--- src/rtl/riscv_pe_div_pkg.sv ---
// Shared definitions for the PE M-extension divider: op encoding, FSM states, default width.
package riscv_pe_div_pkg;

  localparam int XLEN_DEF = 32;

  localparam logic [1:0] OP_DIV  = 2'b00;
  localparam logic [1:0] OP_DIVU = 2'b01;
  localparam logic [1:0] OP_REM  = 2'b10;
  localparam logic [1:0] OP_REMU = 2'b11;

  typedef enum logic [1:0] {
    IDLE,
    CALC,
    FIX,
    DONE
  } div_state_e;

endpackage

--- src/rtl/riscv_seq_divider_div_step.sv ---
// One restoring-division iteration: shift {r,q} left, subtract divisor, keep if non-negative.
module div_step #(
  parameter int XLEN = 32
) (
  input  logic [XLEN-1:0] r_in,
  input  logic [XLEN-1:0] q_in,
  input  logic [XLEN-1:0] d,
  output logic [XLEN-1:0] r_out,
  output logic [XLEN-1:0] q_out
);

  logic [XLEN:0]          r_sh;
  logic signed [XLEN+1:0] trial;
  logic                   unused_trial_msb;

  always_comb begin
    r_sh  = {r_in, q_in[XLEN-1]};
    trial = $signed({1'b0, r_sh}) - $signed({2'b00, d});
    if (trial >= 0) begin
      r_out = trial[XLEN-1:0];
      q_out = {q_in[XLEN-2:0], 1'b1};
    end else begin
      r_out = r_sh[XLEN-1:0];
      q_out = {q_in[XLEN-2:0], 1'b0};
    end
  end

  // A kept trial is always below d, so bit XLEN is zero whenever it is used.
  assign unused_trial_msb = trial[XLEN];

endmodule

--- src/rtl/riscv_seq_divider.sv ---
// Iterative radix-2 restoring divider for DIV/DIVU/REM/REMU with RISC-V corner-case semantics.
module riscv_seq_divider
  import riscv_pe_div_pkg::*;
#(
  parameter int XLEN      = XLEN_DEF,
  parameter bit EARLY_OUT = 1'b1
) (
  input  logic            clk,
  input  logic            rst,
  input  logic            flush,
  input  logic            in_valid,
  output logic            in_ready,
  input  logic [1:0]      op,
  input  logic [XLEN-1:0] A,
  input  logic [XLEN-1:0] B,
  output logic            out_valid,
  input  logic            out_ready,
  output logic [XLEN-1:0] result,
  output logic [XLEN-1:0] quot,
  output logic [XLEN-1:0] rem
);

  localparam int              CNT_W    = $clog2(XLEN);
  localparam logic [CNT_W-1:0] CNT_LAST = CNT_W'(XLEN - 1);
  localparam logic [XLEN-1:0]  MIN_NEG  = {1'b1, {(XLEN-1){1'b0}}};

  function automatic logic [XLEN-1:0] cond_neg(input logic [XLEN-1:0] x, input logic neg);
    return neg ? (~x + 1'b1) : x;
  endfunction

  div_state_e       state, state_d;
  logic [CNT_W-1:0] count;
  logic [XLEN-1:0]  r_q, q_q, d_q, a_q;
  logic             neg_q_q, neg_r_q, dz_q, ovf_q, rem_sel_q;
  logic [XLEN-1:0]  r_nxt, q_nxt;

  logic            accept, is_signed_in, sa_in, sb_in, dz_in, ovf_in, special_in;
  logic [XLEN-1:0] early_q, early_r, fix_q, fix_r;

  assign in_ready     = (state == IDLE);
  assign accept       = in_valid && (state == IDLE) && !flush;
  assign is_signed_in = ~op[0];
  assign sa_in        = is_signed_in & A[XLEN-1];
  assign sb_in        = is_signed_in & B[XLEN-1];
  assign dz_in        = (B == '0);
  assign ovf_in       = is_signed_in && (A == MIN_NEG) && (B == '1);
  assign special_in   = dz_in || ovf_in;

  assign early_q = dz_in ? '1 : MIN_NEG;
  assign early_r = dz_in ? A  : '0;

  // Corner cases override whatever the iterations produced on the magnitudes.
  assign fix_q = dz_q ? '1  : (ovf_q ? MIN_NEG : cond_neg(q_q, neg_q_q));
  assign fix_r = dz_q ? a_q : (ovf_q ? '0      : cond_neg(r_q, neg_r_q));

  div_step #(.XLEN(XLEN)) u_step (
    .r_in  (r_q),
    .q_in  (q_q),
    .d     (d_q),
    .r_out (r_nxt),
    .q_out (q_nxt)
  );

  always_ff @(posedge clk) begin
    if (rst) state <= IDLE;
    else     state <= state_d;
  end

  always_comb begin
    state_d = state;
    case (state)
      IDLE: if (accept) state_d = (EARLY_OUT && special_in) ? DONE : CALC;
      CALC: if (count == CNT_LAST) state_d = FIX;
      FIX:  state_d = DONE;
      DONE: if (out_valid && out_ready) state_d = IDLE;
    endcase
    if (flush) state_d = IDLE;
  end

  // Control and architectural outputs: reset and flush apply here.
  always_ff @(posedge clk) begin
    if (rst) begin
      count     <= '0;
      out_valid <= 1'b0;
      quot      <= '0;
      rem       <= '0;
      result    <= '0;
    end else if (flush) begin
      count     <= '0;
      out_valid <= 1'b0;
    end else begin
      case (state)
        IDLE: begin
          if (accept) begin
            count <= '0;
            if (EARLY_OUT && special_in) begin
              quot   <= early_q;
              rem    <= early_r;
              result <= op[1] ? early_r : early_q;
            end
          end
        end
        CALC: count <= count + 1'b1;
        FIX: begin
          quot   <= fix_q;
          rem    <= fix_r;
          result <= rem_sel_q ? fix_r : fix_q;
        end
        DONE: begin
          if (!out_valid)     out_valid <= 1'b1;
          else if (out_ready) out_valid <= 1'b0;
        end
      endcase
    end
  end

  // Working datapath: operands captured once at accept, then iterated.
  always_ff @(posedge clk) begin
    if (accept) begin
      r_q       <= '0;
      q_q       <= cond_neg(A, sa_in);
      d_q       <= cond_neg(B, sb_in);
      a_q       <= A;
      neg_q_q   <= sa_in ^ sb_in;
      neg_r_q   <= sa_in;
      dz_q      <= dz_in;
      ovf_q     <= ovf_in;
      rem_sel_q <= op[1];
    end else if (state == CALC) begin
      r_q <= r_nxt;
      q_q <= q_nxt;
    end
  end

endmodule

--- config.mk ---
export PLATFORM = sky130hd
export DESIGN_NAME = riscv_seq_divider
export DESIGN_NICKNAME = d
export VERILOG_FILES = /design/src/rtl/riscv_pe_div_pkg.sv /design/src/rtl/riscv_seq_divider_div_step.sv /design/src/rtl/riscv_seq_divider.sv
export SDC_FILE = /design/constraint.sdc
export NUM_CORES = 1
export LEC_CHECK = 0
export BUFFER_PORTS_ARGS = -buffer_cell sky130_fd_sc_hd__buf_4
export CAP_MARGIN = 10
export CELL_PAD_IN_SITES_DETAIL_PLACEMENT = 2
export CELL_PAD_IN_SITES_GLOBAL_PLACEMENT = 2
export CORE_AREA = 2 2 220 178
export DETAILED_ROUTE_END_ITERATION = 10
export DIE_AREA = 0 0 222 180
export GPL_TIMING_DRIVEN = 0
export PLACE_DENSITY = 0.82
export SLEW_MARGIN = 15
export SYNTH_ARGS = -nofsm -noshare
export SYNTH_HDL_FRONTEND = slang
export SYNTH_SLANG_ARGS = --single-unit
--- constraint.sdc ---
create_clock -name clk -period 7.5 [get_ports clk]
set_input_delay 0 -clock clk [delete_from_list [all_inputs] [get_ports clk]]
set_output_delay 0 -clock clk [all_outputs]
set_load 0.05 [all_outputs]
After elaboration in Yosys (flattened, before gate mapping)
Cells that the tools add are included.
Cells by class
  reduce and logical (&&, ||, !) cells: 16
  magnitude comparators: 1
  mux-type cells: 34
  equal/unequal tests: 10
  add/sub/neg operators: 6
  bitwise operators: 9
Operators with widths (count)
  $mux 32: 20
  $pmux 32 s2: 3
  $add 32x1->32 const B: 4
  $not 32->32: 4
  $eq 32x32->1 const B: 2
  $ge 34x1->1 const B: 1
  $sub 33x32->34: 1
  $logic_not 32->1: 1
  $mux 31: 1
  $pmux 5 s2: 1
  $mux 2: 4
  $pmux 2 s4: 1
  $reduce_bool 2->1: 3
  $add 5x1->5 const B: 1
  $eq 5x5->1 const B: 1
  $logic_and 1x1->1: 5
  $mux 5: 1
  $eq 2x2->1 const B: 2
  $ne 2x1->1 const B: 2
  $ne 2x2->1 const B: 2
  $reduce_and 4->1: 1
  $mux 1: 3
  $reduce_and 3->1: 1
  $and 1x1->1: 2
  other kinds (8): 9
Storage, ports and cells
  logic and storage cells: 91
  input bits: 71
  register bits: 237

Logic depth before layout (Yosys ltp)
  depth after elaboration: 7
  depth in mapped cells: 13

Hierarchy
From an unflattened synthesis, not the netlist that was laid out.
Second synthesis, totals
  cells, all modules: 1849
  area, all modules: 15676.3 um^2
By module, submodules not included
  riscv_seq_divider: seq. area each 5755.5 um^2, times used 1, area each 13020.0 um^2, cells each 1470
  div_step: seq. area each 0.0 um^2, times used 1, area each 2656.3 um^2, cells each 379

Worst setup path before layout
No wires, ideal clock.
  path type: register -> register
  start point: register state[0]
  end point: register q_q[0] (enable)
  stages on the path, launching flop included: 10
  period minus slack after synthesis: 4476 ps
  slack: 3024 ps
  required time: 7082 ps
  arrival: 4058 ps
  path through: dfxtp_1 inv_1 ha_1 clkbuf_1 nand2_1 or2_2 clkbuf_1 clkinv_1 nor2_1 inv_1
Between the ends
  cells in the longest elaborated chain, start to end: 4
  elaborated cells between the ends (all ways): 5
  those cells by class: 1 x eq/ne; 4 x reduce/logical
Ends and longest elaborated chain
  from (decl): RTL line riscv_seq_divider.sv:31  | div_state_e state, state_d;
  from (signal assigned): RTL line riscv_seq_divider.sv:66  | else state <= state_d;
  $logic_not 2->1
  named net in_ready: RTL line riscv_seq_divider.sv:12  | output logic in_ready,
  $logic_and 1x1->1 (2 in a row): RTL line riscv_seq_divider.sv:41  | assign accept = in_valid && (state == IDLE) && !flush;
  named net accept: RTL line riscv_seq_divider.sv:37  | logic accept, is_signed_in, sa_in, sb_in, dz_in, ovf_in, special_in;
  $reduce_bool 2->1 (no source line)
  to (signal assigned): RTL line riscv_seq_divider.sv:121  | q_q <= cond_neg(A, sa_in);
  to (signal assigned): RTL line riscv_seq_divider.sv:131  | q_q <= q_nxt;
  to (decl): RTL line riscv_seq_divider.sv:33  | logic [XLEN-1:0] r_q, q_q, d_q, a_q;
The timed path passes the listed nets, and every way through them passes these cells.
A chain may end at the register's enable or synchronous reset.

Worst setup path in the final report
  start point: register q_q[31]
  end point: register r_q[30]
Between the ends
  cells in the longest elaborated chain, start to end: 3
Ends and longest elaborated chain
  $sub 33x32->34 (*): RTL line riscv_seq_divider_div_step.sv:18  | trial = $signed({1'b0, r_sh}) - $signed({2'b00, d});
  $ge 34x1->1: RTL line riscv_seq_divider_div_step.sv:19  | if (trial >= 0) begin
  $mux 32 (*): RTL line riscv_seq_divider_div_step.sv:19
  to (signal assigned): RTL line riscv_seq_divider.sv:130  | r_q <= r_nxt;
  to (decl): RTL line riscv_seq_divider.sv:33
Mark *: on every way between the ends. The rest lies on a longest branch, timed or not.

==> metrics.csv <==
metric,value,unit
status,"finished, final reports clean",
cp-startpoint,q_q[31],
reg2reg_from,q_q[31],
first_pass_iters,5,
fp-row-count,64,
antenna_found_initial,2,
maxCapViolations,0,
vias,15500,
crit_arrival,4.75,ns
fin_crit,4.260,ns
worstHoldPathType,primary input to flop,
fin_nets,2096,
initial_core_util,0.3845,
fillers,4155,
grt-ovfl-total,0,
rsz0062_at_grt,false,
io_pins,169,
layout-drive-gt1-share,0.1417,
met2WireLength,31850,um
leakagePower,6.972,nW
die_area,39960,um2
grt_pass1_vias,16210,
placed_area,16450,um2
cellPowerDensity,212.8,nW/um2
place.gp.congestion,0.9655,
hold_viol,0,
grt_max_degree,77,
mostFrequentLayoutCells,"nor2_1, o21ai_0, buf_4",
min_from,flush,
cts_buffer_depth,3,
synth_area,14560,um2
async_flop_share,0,
swShare,0.3441,
required,7.99,ns
synth_top_family_by_area,compound AO/OA/AOI/OAI gates,
yosys_register_bits,237,
critical_path_peak_fanout,4,
synth_edf_count,101,
finalSetupViolCount,0,
max-vdd-ir-drop,0.1522,mV
intPower,2.538,mW
grt_pass1_wl,108700,um
ctsResizeCount,0,
highest_layer,met5,
wl_per_cell,29.40,um
finalInstanceArea,18190,um2
fin_setup_tns,0,ns
clkTransAtPathRegs,0.06,ns
yosys.area_share.simple,0.1871,
seq_power_share,0.392,
numClockSinks,237,
critPathLaunchType,flop,
yosys_warnings,0,
synth.yosys.seq_area_share,0.3952,
syn-num-nets,1816,
met1Wirelength,33160,um
track_usage,0.3628,
worstSetupEndpointType,flop,
ctsRootBufferMaster,clkbuf_16,
cts_tree,yes,
synth.distinct_cells,82,
drtIter0Drc,1603,
syn_avg_cell_area,8.561,um2
routed_via_density,6.199,
synthMuxAreaShare,0.01194,
final_max_slew_viol_count,0,
finalPower,3.870,mW
cts_hold_buffers,82,
syn2layout_area_growth,24.88,%
cts_made_buffers,29,
wl_met3,6829,um
drc_errors,0,
relSlewSlack,0.2731,
routed_wl,73510,um
hpwl,54280,um
synthXorXnorAreaFrac,0.08721,
finalClockSkew,0.02758,ns
switching_power,1.332,mW
cts_setup_buffers,0,
core,37880,um2
max_stage_delay,0.64,ns
die-width,222,um
port_buffers,166,
worstSetupPathType,flop to flop,
cts.htree.levels,1,
synth_compound_area_frac,0.2331,
power_frac_comb,0.249,
synthCells,1701,
crit_chain,inv_1 > ha_1 > fa_1 > nor2b_1 > o2111ai_1 > a21oi_1 > a31oi_1 > o21ai_0 > a31oi_1 > a22oi_1 > mux2_2 > o21ai_0,
ant_nets,0,
synth_fa_ha_area_frac,0.03832,
max_freq,234.8,MHz
synth_ff_type,dfxtp_1,
worst-slew-pin-transition,1.090,ns
critPathSlowestCell,o21ai_0,
pwr-share-clk,0.359,
min_period_over_period,0.5680,
die_h,180,um
layout_commonest_cell,nor2_1,
clock_latency,0.59,ns
==> worst paths after layout <==
kind / endpoint / slack, ns / cells past startpoint
worst max-delay path: r_q[30] / 3.24 / 12
worst min-delay path: out_valid / 0.09 / 4
worst max register to register: r_q[30] / 3.24 / 12
worst min register to register: quot[23] / 0.44 / 2
==> cell families after synthesis <==
logic type / after synthesis
buffers and inverters: 164
multiplexers: 17
AND/OR/NAND/NOR: 560
AO/OA/AOI/OAI: 534
XOR/XNOR: 145
flip-flops: 237
adder cells (fa/ha/maj): 44
==> cell type report <==
type,instances,area (um2),share of cell area
clock buffers,43,840.8,0.04623
clock inverters,11,61.31,0.003371
multi-input cells,1300,8129,0.4470
well taps,495,619.3,0.03406
diodes,1,2.502,0.0001376
repair buffers,249,2087,0.1148
inverters,62,237.7,0.01307
plain buffers,102,452.9,0.02491
flip-flops and latches,237,5756,0.3165
==> stage by stage <==
step	setup slack, ns	hold WS [ns]	util	cells
3_5_place_dp	3.135	0.2092	0.4344	2363
4_1_cts	3.006	0.02881	0.4799	2499
3_3_place_gp	0.9975	0.2058	0.4337	2362
2_1_floorplan	3.024	0.09887	-	1701
5_1_grt	3.100	0.08932	0.4801	2499
6_report	3.240	0.08789	0.4801	2500
==> synthesized netlist by cell type (all sizes together) (6+ instances only) <==
cell type / number / area share
a221oi: 10 / 0.0064
or2: 12 / 0.0052
nor3: 44 / 0.017
a21o: 15 / 0.0077
buf: 27 / 0.012
or4: 16 / 0.010
and3: 7 / 0.0030
ha: 43 / 0.037
nand3: 16 / 0.0055
nor2: 196 / 0.051
inv: 61 / 0.016
or3: 19 / 0.0092
a22o: 9 / 0.0054
o22ai: 7 / 0.0030
clkbuf: 75 / 0.020
a21oi: 135 / 0.047
mux2i: 14 / 0.0096
and2: 6 / 0.0026
nand2: 165 / 0.043
nor4: 17 / 0.011
dfxtp: 136 / 0.19
nor2b: 11 / 0.0047
edfxtp: 101 / 0.21
nand4: 16 / 0.0069
a311oi: 30 / 0.018
nand2b: 17 / 0.0073
a22oi: 14 / 0.0072
o211ai: 7 / 0.0036
o41ai: 19 / 0.012
xor2: 76 / 0.046
a31oi: 13 / 0.0056
xnor2: 69 / 0.041
o21ai: 174 / 0.060
a211oi: 38 / 0.020
o31ai: 30 / 0.017
==> power groups by stage <==
stage / combinational [mW] / clock [mW] / sequential (mW)
5_1_grt: 1.03 / 1.45 / 1.52
3_5_place_dp: 0.869 / 0 / 1.54
4_1_cts: 0.921 / 1.39 / 1.51
6_report: 0.963 / 1.39 / 1.52
2_1_floorplan: 0.551 / 0 / 1.50
3_3_place_gp: 0.828 / 0 / 1.54
==> metal layers <==
metal / up-vias / global-route usage
li1: 6761 / -
met1: 7949 / 0.5126
met2: 679 / 0.5571
met3: 106 / 0.09382
met4: 2 / 0.07838
met5: - / 0
==> sequential cells by signal, indices dropped and copies added, names as in the netlist <==
name,count
rem_sel_q,1
neg_r_q,1
out_valid,1
q_q,32
rem,32
result,32
dz_q,1
ovf_q,1
quot,32
d_q,32
count,5
neg_q_q,1
r_q,32
state,2
a_q,32
==> critical path, delay by kind of cell, from the launching register on <==
| kind | cells | cell delay [ns] |
|---|---|---|
| compound gates | 7 | 2.25 |
| buf+inv | 1 | 0.17 |
| fa+ha+maj | 2 | 0.71 |
| mux | 1 | 0.36 |
| flops | 1 | 0.45 |
| simple gates | 1 | 0.24 |
No activity file was read; power rests on OpenSTA's default activity.
